### config.mk
export PLATFORM = sky130hd
export DESIGN_NAME = mem_sram_ctrl
export DESIGN_NICKNAME = d
export VERILOG_FILES = /design/src/rtl/mem_sram_ctrl.sv
export SDC_FILE = /design/constraint.sdc
export NUM_CORES = 1
export LEC_CHECK = 0
export BUFFER_PORTS_ARGS = -buffer_cell sky130_fd_sc_hd__buf_2
export CAP_MARGIN = 20
export CORE_ASPECT_RATIO = 0.9
export CORE_UTILIZATION = 30
export CTS_BUF_LIST = sky130_fd_sc_hd__clkbuf_8 sky130_fd_sc_hd__clkbuf_16
export DETAILED_ROUTE_END_ITERATION = 10
export SETUP_SLACK_MARGIN = 0.2
export SLEW_MARGIN = 20
export SYNTH_ARGS = -nofsm -noshare
export SYNTH_HDL_FRONTEND = slang
export SYNTH_SLANG_ARGS = --single-unit
### constraint.sdc
create_clock -name clk -period 2.2 [get_ports clk]
set_clock_uncertainty 0.1 [all_clocks]
set_input_delay 0.22 -clock clk [delete_from_list [all_inputs] [get_ports clk]]
set_output_delay 0.22 -clock clk [all_outputs]
set_load 0.01 [all_outputs]
### src/rtl/mem_sram_ctrl.sv
// mem_sram_ctrl: data-memory controller for the MEM stage.
//
// Accepts one load/store at a time and drives a 32-bit asynchronous SRAM
// with per-byte enables. Stores are placed in the correct byte lane; loads
// are sign- or zero-extended. Read and write wait states are parameterised.
// Misaligned or reserved-size requests are answered with resp_err and never
// reach the SRAM.
//
// Ports:
//   clk, rst           clock (rising edge), asynchronous active-low reset
//   req_*              pipeline request; req_ready high only in IDLE
//   resp_valid/_rdata/_err  one-cycle completion pulse with load data / error
//   busy               stall to the pipeline, high whenever not IDLE
//   sram_*             SRAM address, data out + tristate enable, data in,
//                      active-low byte enables and ce/oe/we strobes
module mem_sram_ctrl #(
  parameter int ADDR_W  = 20,
  parameter int RD_WAIT = 1,
  parameter int WR_WAIT = 1
) (
  input  logic              clk,
  input  logic              rst,
  input  logic              req_valid,
  output logic              req_ready,
  input  logic              req_we,
  input  logic [1:0]        req_size,
  input  logic              req_signed,
  input  logic [31:0]       req_addr,
  input  logic [31:0]       req_wdata,
  output logic              resp_valid,
  output logic [31:0]       resp_rdata,
  output logic              resp_err,
  output logic              busy,
  output logic [ADDR_W-1:0] sram_addr,
  output logic [31:0]       sram_dq_o,
  output logic              sram_dq_oe,
  input  logic [31:0]       sram_dq_i,
  output logic [3:0]        sram_be_n,
  output logic              sram_ce_n,
  output logic              sram_oe_n,
  output logic              sram_we_n
);

  localparam int MAX_WAIT = (RD_WAIT > WR_WAIT) ? RD_WAIT : WR_WAIT;
  localparam int CNT_W    = $clog2(MAX_WAIT) + 1;
  localparam logic [CNT_W-1:0] RD_LOAD = CNT_W'(RD_WAIT - 1);
  localparam logic [CNT_W-1:0] WR_LOAD = CNT_W'(WR_WAIT - 1);
  localparam logic [CNT_W-1:0] CNT_ONE = CNT_W'(1);

  typedef enum logic [2:0] {
    IDLE, RD_ACC, WR_SETUP, WR_PULSE, WR_HOLD, RESP
  } state_t;

  state_t           state_q;
  logic [CNT_W-1:0] cnt_q;
  logic [1:0]       off_q;
  logic [1:0]       size_q;
  logic             sgn_q;

  // Address bits above the SRAM window alias and are deliberately dropped.
  generate
    if (ADDR_W < 30) begin : g_alias
      logic unused_addr_hi;
      assign unused_addr_hi = ^req_addr[31:ADDR_W+2];
    end
  endgenerate

  assign req_ready = (state_q == IDLE);
  assign busy      = (state_q != IDLE);

  function automatic logic misaligned(input logic [1:0] size, input logic [1:0] off);
    case (size)
      2'b00:   misaligned = 1'b0;
      2'b01:   misaligned = off[0];
      2'b10:   misaligned = (off != 2'b00);
      default: misaligned = 1'b1;
    endcase
  endfunction

  function automatic logic [3:0] store_be_n(input logic [1:0] size, input logic [1:0] off);
    case (size)
      2'b00:   store_be_n = ~(4'b0001 << off);
      2'b01:   store_be_n = off[1] ? 4'b0011 : 4'b1100;
      default: store_be_n = 4'b0000;
    endcase
  endfunction

  // Narrow stores are replicated across lanes; be_n picks the live lane.
  function automatic logic [31:0] store_data(input logic [1:0] size, input logic [31:0] wd);
    case (size)
      2'b00:   store_data = {4{wd[7:0]}};
      2'b01:   store_data = {2{wd[15:0]}};
      default: store_data = wd;
    endcase
  endfunction

  function automatic logic [31:0] load_ext(input logic [31:0] w, input logic [1:0] size,
                                           input logic [1:0] off, input logic sgn);
    logic [7:0]  b;
    logic [15:0] h;
    case (off)
      2'b00:   b = w[7:0];
      2'b01:   b = w[15:8];
      2'b10:   b = w[23:16];
      default: b = w[31:24];
    endcase
    h = off[1] ? w[31:16] : w[15:0];
    case (size)
      2'b00:   load_ext = {{24{sgn & b[7]}}, b};
      2'b01:   load_ext = {{16{sgn & h[15]}}, h};
      default: load_ext = w;
    endcase
  endfunction

  always_ff @(posedge clk or negedge rst) begin
    if (!rst) begin
      state_q    <= IDLE;
      cnt_q      <= '0;
      off_q      <= 2'b00;
      size_q     <= 2'b00;
      sgn_q      <= 1'b0;
      sram_addr  <= '0;
      sram_dq_o  <= '0;
      sram_dq_oe <= 1'b0;
      sram_be_n  <= 4'hF;
      sram_ce_n  <= 1'b1;
      sram_oe_n  <= 1'b1;
      sram_we_n  <= 1'b1;
      resp_valid <= 1'b0;
      resp_rdata <= '0;
      resp_err   <= 1'b0;
    end else begin
      resp_valid <= 1'b0;
      case (state_q)
        IDLE: begin
          if (req_valid) begin
            off_q  <= req_addr[1:0];
            size_q <= req_size;
            sgn_q  <= req_signed;
            if (misaligned(req_size, req_addr[1:0])) begin
              state_q    <= RESP;
              resp_valid <= 1'b1;
              resp_err   <= 1'b1;
              resp_rdata <= '0;
            end else if (req_we) begin
              state_q    <= WR_SETUP;
              sram_addr  <= req_addr[ADDR_W+1:2];
              sram_dq_o  <= store_data(req_size, req_wdata);
              sram_be_n  <= store_be_n(req_size, req_addr[1:0]);
              sram_dq_oe <= 1'b1;
              sram_ce_n  <= 1'b0;
            end else begin
              state_q    <= RD_ACC;
              cnt_q      <= RD_LOAD;
              sram_addr  <= req_addr[ADDR_W+1:2];
              sram_be_n  <= 4'h0;
              sram_ce_n  <= 1'b0;
              sram_oe_n  <= 1'b0;
            end
          end
        end
        RD_ACC: begin
          if (cnt_q == '0) begin
            state_q    <= RESP;
            sram_ce_n  <= 1'b1;
            sram_oe_n  <= 1'b1;
            sram_be_n  <= 4'hF;
            resp_valid <= 1'b1;
            resp_err   <= 1'b0;
            resp_rdata <= load_ext(sram_dq_i, size_q, off_q, sgn_q);
          end else begin
            cnt_q <= cnt_q - CNT_ONE;
          end
        end
        WR_SETUP: begin
          state_q   <= WR_PULSE;
          cnt_q     <= WR_LOAD;
          sram_we_n <= 1'b0;
        end
        WR_PULSE: begin
          if (cnt_q == '0) begin
            state_q   <= WR_HOLD;
            sram_we_n <= 1'b1;
          end else begin
            cnt_q <= cnt_q - CNT_ONE;
          end
        end
        WR_HOLD: begin
          // Data stays driven one cycle past the we_n rising edge.
          state_q    <= RESP;
          sram_ce_n  <= 1'b1;
          sram_dq_oe <= 1'b0;
          sram_be_n  <= 4'hF;
          resp_valid <= 1'b1;
          resp_err   <= 1'b0;
          resp_rdata <= '0;
        end
        RESP: begin
          state_q    <= IDLE;
          resp_err   <= 1'b0;
          resp_rdata <= '0;
        end
        default: state_q <= IDLE;
      endcase
    end
  end

endmodule

==> flow_metrics.py, run 1 <==
metrics = {
    "clocking": {
        "clkSinkCount": 102,
        "root_buffer": "clkbuf_16",
        "numCtsBuffers": 9,
        "path_clk_slew_ps": 70,
        "cts_max_level": 3,
        "clockBufferDepth": 2,
        "cts_tree": "built",
        "worstSkewPairLatency_ps": 340,
    },
    "setup_path": {
        "crit_fanout": 56,
        "slowest_stage": "dfrtp_1",
        "crit-reg2reg-capture": "sram_dq_o[7]",
        "arrival_ps": 2040,
        "crit_chain": "nor4b_4, o211ai_4, buf_12, mux2_4",
        "required_ps": 2330,
        "end_kind": "flop",
        "r2r_cells": 4,
        "r2r_slack_ps": 290,
        "max_stage_delay_ps": 520,
        "path_class": "flop to flop",
        "reg2reg_from": "state_q[1]",
        "critPathCapture": "sram_dq_o[7]",
        "start_kind": "flop",
        "worstSetupStartpoint": "state_q[1]",
    },
    "drt": {
        "post_drt_wl_per_cell_um": 15.9,
        "ant_nets": 0,
        "drt-total-wl_um": 13200,
        "vias": 4126,
        "drtPass1Iterations": 4,
        "drc": 0,
        "drtIter0Drc": 127,
        "routed_via_density": 4.97,
    },
    "final_layout": {
        "nets": 727,
        "layout-drive-gt1-share": 0.432,
        "syn2layout_area_growth_pct": 36.2,
        "antennaDiodeCount": 0,
    },
    "logic_synthesis": {
        "synth_fp_nets": 522,
        "synth.avg_cell_area_um2": 11.4,
        "synth_area_um2": 4770,
        "ys_seq_elements": 102,
        "netlist_top_cells_area": "dfrtp_1 50%, mux2_2 7.3%, mux2i_1 6.9%",
        "synth.distinct_cells": 45,
        "synth.top_cell.area_share": 0.499,
        "synth_top_flop_cell": "dfrtp_1",
        "synth-async-reset-ratio": 1.00,
        "synth_commonest_cells": "95 x dfrtp_1, 45 x o21ai_0, 36 x nand2_1, 33 x mux2i_1, 31 x mux2_2",
        "yosysWarningCount": 0,
        "ys_seq_area_frac": 0.537,
        "yosysMostFrequentCell": "dfrtp_1",
        "synth_edf_count": 0,
        "netlist_instances": 419,
        "yosys.area.top_type": "dfrtp_1",
    },
    "floorplanning": {
        "dieWidth_um": 135,
        "die-height_um": 122,
        "die_area_um2": 16400,
        "fp-row-count": 43,
        "start_util": 0.308,
        "core_area_um2": 15500,
        "pin_count": 199,
    },
    "timing": {
        "rsz0062_at_grt": "false",
        "hold_viol": 0,
        "maxSlewViolCount": 0,
        "finalSetupViolCount": 0,
        "fmax_ghz": 0.523,
        "worstMarginPinSlew_ps": 745,
        "fin_tns_setup_ps": 0,
        "finalCriticalPeriod_ps": 1910,
        "holdWs_ps": 20.1,
        "fin_crit_sh": 0.868,
        "max_slew_margin": 0.501,
    },
    "power_and_ir_drop": {
        "p_per_area_nw_per_um2": 1280,
        "p_leak_nw": 3.26,
        "fin_total_pwr_mw": 8.33,
        "ir_drop_v": 0.000824,
    },
    "placement": {
        "port_buffers": 188,
        "place.gp.congestion": 0.835,
        "dp_hpwl_um": 9670,
    },
    "grt": {
        "grt_max_degree": 57,
        "antenna_found_initial": 0,
        "overflow": 0,
        "grt_pass1_vias": 4004,
        "grt_util_all_layers": 0.166,
        "grt_pass1_wl_um": 20800,
    },
    "outcome": {
        "outcome": "complete, no violations",
    },
    "job": {
        "cap_violations": 0,
    },
    "min_path": {
        "hold_path.class": "primary input to flop",
    },
}
[power breakdown]
part           switching, mW  internal (mW)
combinational           1.84           1.64
sequential             0.541           2.70
clock                  0.678          0.934
[worst min path at each step]
| stage | from | endpoint | slack, ps | depth (start not counted) |
|---|---|---|---|---|
| after detailed placement | rst | resp_rdata[18] | 140 | 1 |
| after global routing | req_addr[9] | sram_addr[7] | 7 | 2 |
| after global placement | rst | resp_rdata[16] | 150 | 1 |
| final | req_addr[9] | sram_addr[7] | 20 | 2 |
| after floorplan | rst | off_q[0] | -180 | 0 |
| after CTS | req_addr[9] | sram_addr[7] | 1 | 2 |
[layout by cell type (no fill, tap or decap), types with 4 or more instances in the layout]
cell           count
a21oi_1           18
a221o_1           16
a221oi_1           9
a22o_1             9
buf_2            187
buf_4             14
clkbuf_16          9
dfrtp_1           95
dfstp_2            7
dlygate4sd3_1     20
inv_1             13
mux2_2            31
mux2i_1           33
nand2_1           36
nand2b_1           7
nor2_1            22
o21ai_0           45
o22ai_1            8
o2bb2ai_1          8
or2_2              4
[layer usage]
layer,vias up,global-route usage,share of wire
met4,0,0.0520,0.012
met5,-,0,0
met3,14,0.0570,0.088
li1,1950,-,-
met2,169,0.277,0.48
met1,1993,0.201,0.42
[per-stage QoR]
step	area, µm²	setup slack, ps	instances	utilization
CTS	6480	253	830	0.419
detailed placement	5970	108	794	0.386
global placement	5970	211	794	0.386
global route	6490	209	831	0.419
floorplan	4770	342	419	-
finish	6490	289	831	0.419
[area by class of cell]
| cell class | count | area [µm²] |
|---|---|---|
| clock inverters | 5 | 50.0 |
| clock buffers | 11 | 253 |
| well taps | 202 | 253 |
| fillers | 1532 | 9000 |
| repair buffers | 224 | 1300 |
| flip-flops and latches | 102 | 2560 |
| multi-input cells | 276 | 2030 |
| inverters | 11 | 41.3 |
[registers in the layout, indices dropped and copies added (netlist names)]
name,cells
sgn_q,1
resp_rdata,32
sram_be_n,4
off_q,2
sram_dq_oe,1
state_q,3
sram_oe_n,1
sram_ce_n,1
resp_valid,1
size_q,2
resp_err,1
sram_dq_o,32
sram_addr,20
sram_we_n,1
[critical path, delay by kind of cell (launching register included)]
| kind | cells | cell delay [ps] |
|---|---|---|
| DFF | 1 | 520 |
| buffers and inverters | 1 | 210 |
| AOI/OAI and AO/OA | 1 | 150 |
| and+or+nand+nor | 1 | 490 |
| muxes | 1 | 310 |
[logic make-up after synthesis]
group           share of synthesized area
compound gates                      0.188
fa+ha+maj                         0.00210
buf+inv                            0.0396
flops                               0.537
mux                                 0.154
simple gates                       0.0795
[repair_timing]
| action | CTS | global route |
|---|---|---|
| pin swaps | 0 | 1 |
| endpoints found under the hold margin | 59 | 0 |
| endpoints found under the setup margin | 20 | 19 |
| resized for setup | 1 | 1 |
| setup buffers | 0 | 1 |
| hold buffers | 20 | 0 |
Note: power is estimated with default switching activity, not from simulation.
==> run 2: changes to the inputs <==
- ABC_AREA: unset -> 1
- BUFFER_PORTS_ARGS: -buffer_cell sky130_fd_sc_hd__buf_2 -> unset
- DONT_BUFFER_PORTS: unset -> 1
==> flow_metrics.py, run 2 <==
metrics = {
    "timing": {
        "holdWs_ps": -538,
        "max_slew_margin": 0.390,
        "finalCriticalPeriod_ps": 1790,
        "rsz0062_at_grt": "false",
        "fmax_ghz": 0.557,
        "fin_tns_setup_ps": 0,
        "fin_crit_sh": 0.816,
        "finalSetupViolCount": 0,
        "maxSlewViolCount": 0,
        "worstMarginPinSlew_ps": 916,
        "hold_viol": 102,
    },
    "setup_path": {
        "crit_buf_inv": 2,
        "slowest_stage": "dfrtp_1",
        "max_stage_delay_ps": 410,
        "crit_family": "simple AND/OR/NAND/NOR gates",
        "worstSetupStartpoint": "state_q[2]",
        "arrival_ps": 1920,
        "start_kind": "flop",
        "path_class": "flop to flop",
        "end_kind": "flop",
        "crit_top_cell": "nand2_2",
        "crit_fanout": 65,
        "crit_chain": "inv_2, nand2_2, nor2_4, nand2_2, nor2_2, nand2_2, buf_6, nand2_1, o21ai_2",
        "reg2reg_from": "state_q[2]",
        "required_ps": 2330,
    },
    "grt": {
        "grt_max_degree": 103,
        "overflow": 0,
        "grt_pass1_vias": 4419,
        "antenna_found_initial": 0,
        "grt_util_all_layers": 0.175,
        "grt_pass1_wl_um": 23600,
    },
    "drt": {
        "vias": 4415,
        "post_drt_wl_per_cell_um": 16.1,
        "routed_via_density": 4.85,
        "ant_nets": 0,
        "drtPass1Iterations": 8,
        "drt-total-wl_um": 14600,
        "drtIter0Drc": 234,
        "drc": 28,
    },
    "clocking": {
        "root_buffer": "clkbuf_16",
        "clkSinkCount": 102,
        "clockBufferDepth": 2,
        "path_clk_slew_ps": 80,
        "numCtsBuffers": 9,
        "post-cts-setup-buffers": 0,
        "cts_max_level": 3,
        "cts_tree": "built",
        "worstSkewPairLatency_ps": 360,
        "holdBufCountCts": 62,
    },
    "power_and_ir_drop": {
        "p_leak_nw": 3.04,
        "p_per_area_nw_per_um2": 1340,
        "ir_drop_v": 0.000670,
    },
    "placement": {
        "post_dp_cell_area_um2": 5170,
        "dp_hpwl_um": 9690,
        "port_buffers": 0,
        "dpl.cell_count": 832,
        "place.gp.congestion": 0.818,
    },
    "logic_synthesis": {
        "synth.avg_cell_area_um2": 7.75,
        "synth_fp_nets": 753,
        "synth_edf_count": 0,
        "netlist_instances": 650,
        "synth.distinct_cells": 26,
        "yosys.area.top_type": "dfrtp_1",
        "ys_seq_area_frac": 0.509,
        "synth_top_flop_cell": "dfrtp_1",
        "synth_area_um2": 5030,
        "yosysWarningCount": 0,
        "ys_seq_elements": 102,
        "synth-async-reset-ratio": 1.00,
        "yosysMostFrequentCell": "nand2_1",
        "netlist_top_cells_area": "dfrtp_1 47%, nand2_1 18%, nor2_1 4.9%",
        "synth.top_cell.area_share": 0.472,
        "synth_commonest_cells": "241 x nand2_1, 95 x dfrtp_1, 66 x nor2_1, 47 x o21ai_0",
    },
    "final_layout": {
        "fin_cells": 910,
        "antennaDiodeCount": 0,
        "syn2layout_area_growth_pct": 21.2,
        "nets": 801,
        "layout-drive-gt1-share": 0.0996,
        "fin_util": 0.374,
        "final_cell_mix": "240 x nand2_1, 95 x dfrtp_1, 66 x nor2_1",
        "final_common_cell": "nand2_1",
        "fill_cells": 1682,
        "fin_area_um2": 6100,
        "top_regs": "resp_rdata: 32 flops, sram_dq_o: 32 flops, sram_addr: 20 flops",
    },
    "floorplanning": {
        "die_area_um2": 17300,
        "start_util": 0.309,
        "pin_count": 199,
        "fp-row-count": 44,
        "die-height_um": 125,
        "dieWidth_um": 139,
        "core_area_um2": 16300,
    },
    "job": {
        "cap_violations": 0,
    },
    "outcome": {
        "outcome": "finished, violations left",
        "violations": "design-rule violations, negative hold slack",
    },
    "min_path": {
        "hold_path.class": "primary input to async pin",
    },
}
==> run 2: cell count changes in the layout (fill, tap and decap cells not counted), sizes merged, moves of 8 or more <==
cell | previous run | this run
o2bb2ai | 8 | 0
mux2i | 33 | 0
mux2 | 33 | 0
a221oi | 9 | 0
nor2 | 23 | 69
buf | 204 | 9
a22o | 9 | 0
a21oi | 18 | 35
inv | 13 | 41
a221o | 16 | 0
nand2 | 36 | 243
nand3 | 0 | 34
dlygate4sd3 | 20 | 61
o21ai | 46 | 83
==> run 2: timing repair <==
item | in CTS | in global routing
hold endpoints to repair | 162 | 102
gates resized for setup | 0 | 3
setup endpoints to repair | 0 | 42
==> run 2: cell type report <==
cell class / count / area, µm² / area share
clock inverters: 6 / 52.6 / 0.00861
inverters: 40 / 150 / 0.0246
well taps: 207 / 259 / 0.0425
repair buffers: 71 / 707 / 0.116
multi-input cells: 474 / 2130 / 0.349
clock buffers: 10 / 239 / 0.0392
flip-flops and latches: 102 / 2560 / 0.420
==> run 2: per-layer routing <==
metal  track usage  part of all wire  vias to the layer above
li1              -                 -                     2168
met4        0.0694             0.018                        0
met1         0.217              0.43                     2048
met2         0.278              0.46                      178
met3        0.0631             0.093                       21
met5             0                 0                        -
==> run 2: final timing paths <==
check,endpoint,cells after the start,slack (ps)
worst max register to register,sram_dq_o[21],9,410
worst min-delay path,sram_addr[0],0,-540
max in group asynchronous,sram_be_n[2],0,2320
min in group clk,resp_rdata[24],4,20
worst min register to register,sram_be_n[2],2,390
worst max-delay path,sram_dq_o[21],9,410
==> run 2: kinds of logic after synthesis <==
kind of cell | count (synthesis) | synth area share
compound gates | 126 | 0.147
buf+inv | 74 | 0.0698
flops | 102 | 0.509
simple gates | 348 | 0.274
==> run 2: report_power, final <==
group          internal [mW]  switching [mW]  leakage (nW)
logic                  0.993            1.73          1.60
clock network          0.815           0.751         0.137
registers               2.80            1.10          1.30
==> run 2: per-stage QoR <==
| stage | setup slack [ps] | power (mW) |
|---|---|---|
| 4_1_cts | 233 | 8.30 |
| 5_1_grt | 239 | 8.89 |
| 2_1_floorplan | 638 | 5.83 |
| 6_report | 406 | 8.18 |
| 3_5_place_dp | 326 | 6.58 |
| 3_3_place_gp | 335 | 6.52 |
==> run 2: worst register-to-register path: stages (launching register included) <==
cell     delay, ps
dfrtp_1        410
inv_2          110
nand2_2         70
nor2_4         190
nand2_2         90
nor2_2         140
nand2_2         60
buf_6          240
nand2_1        190
o21ai_2         60
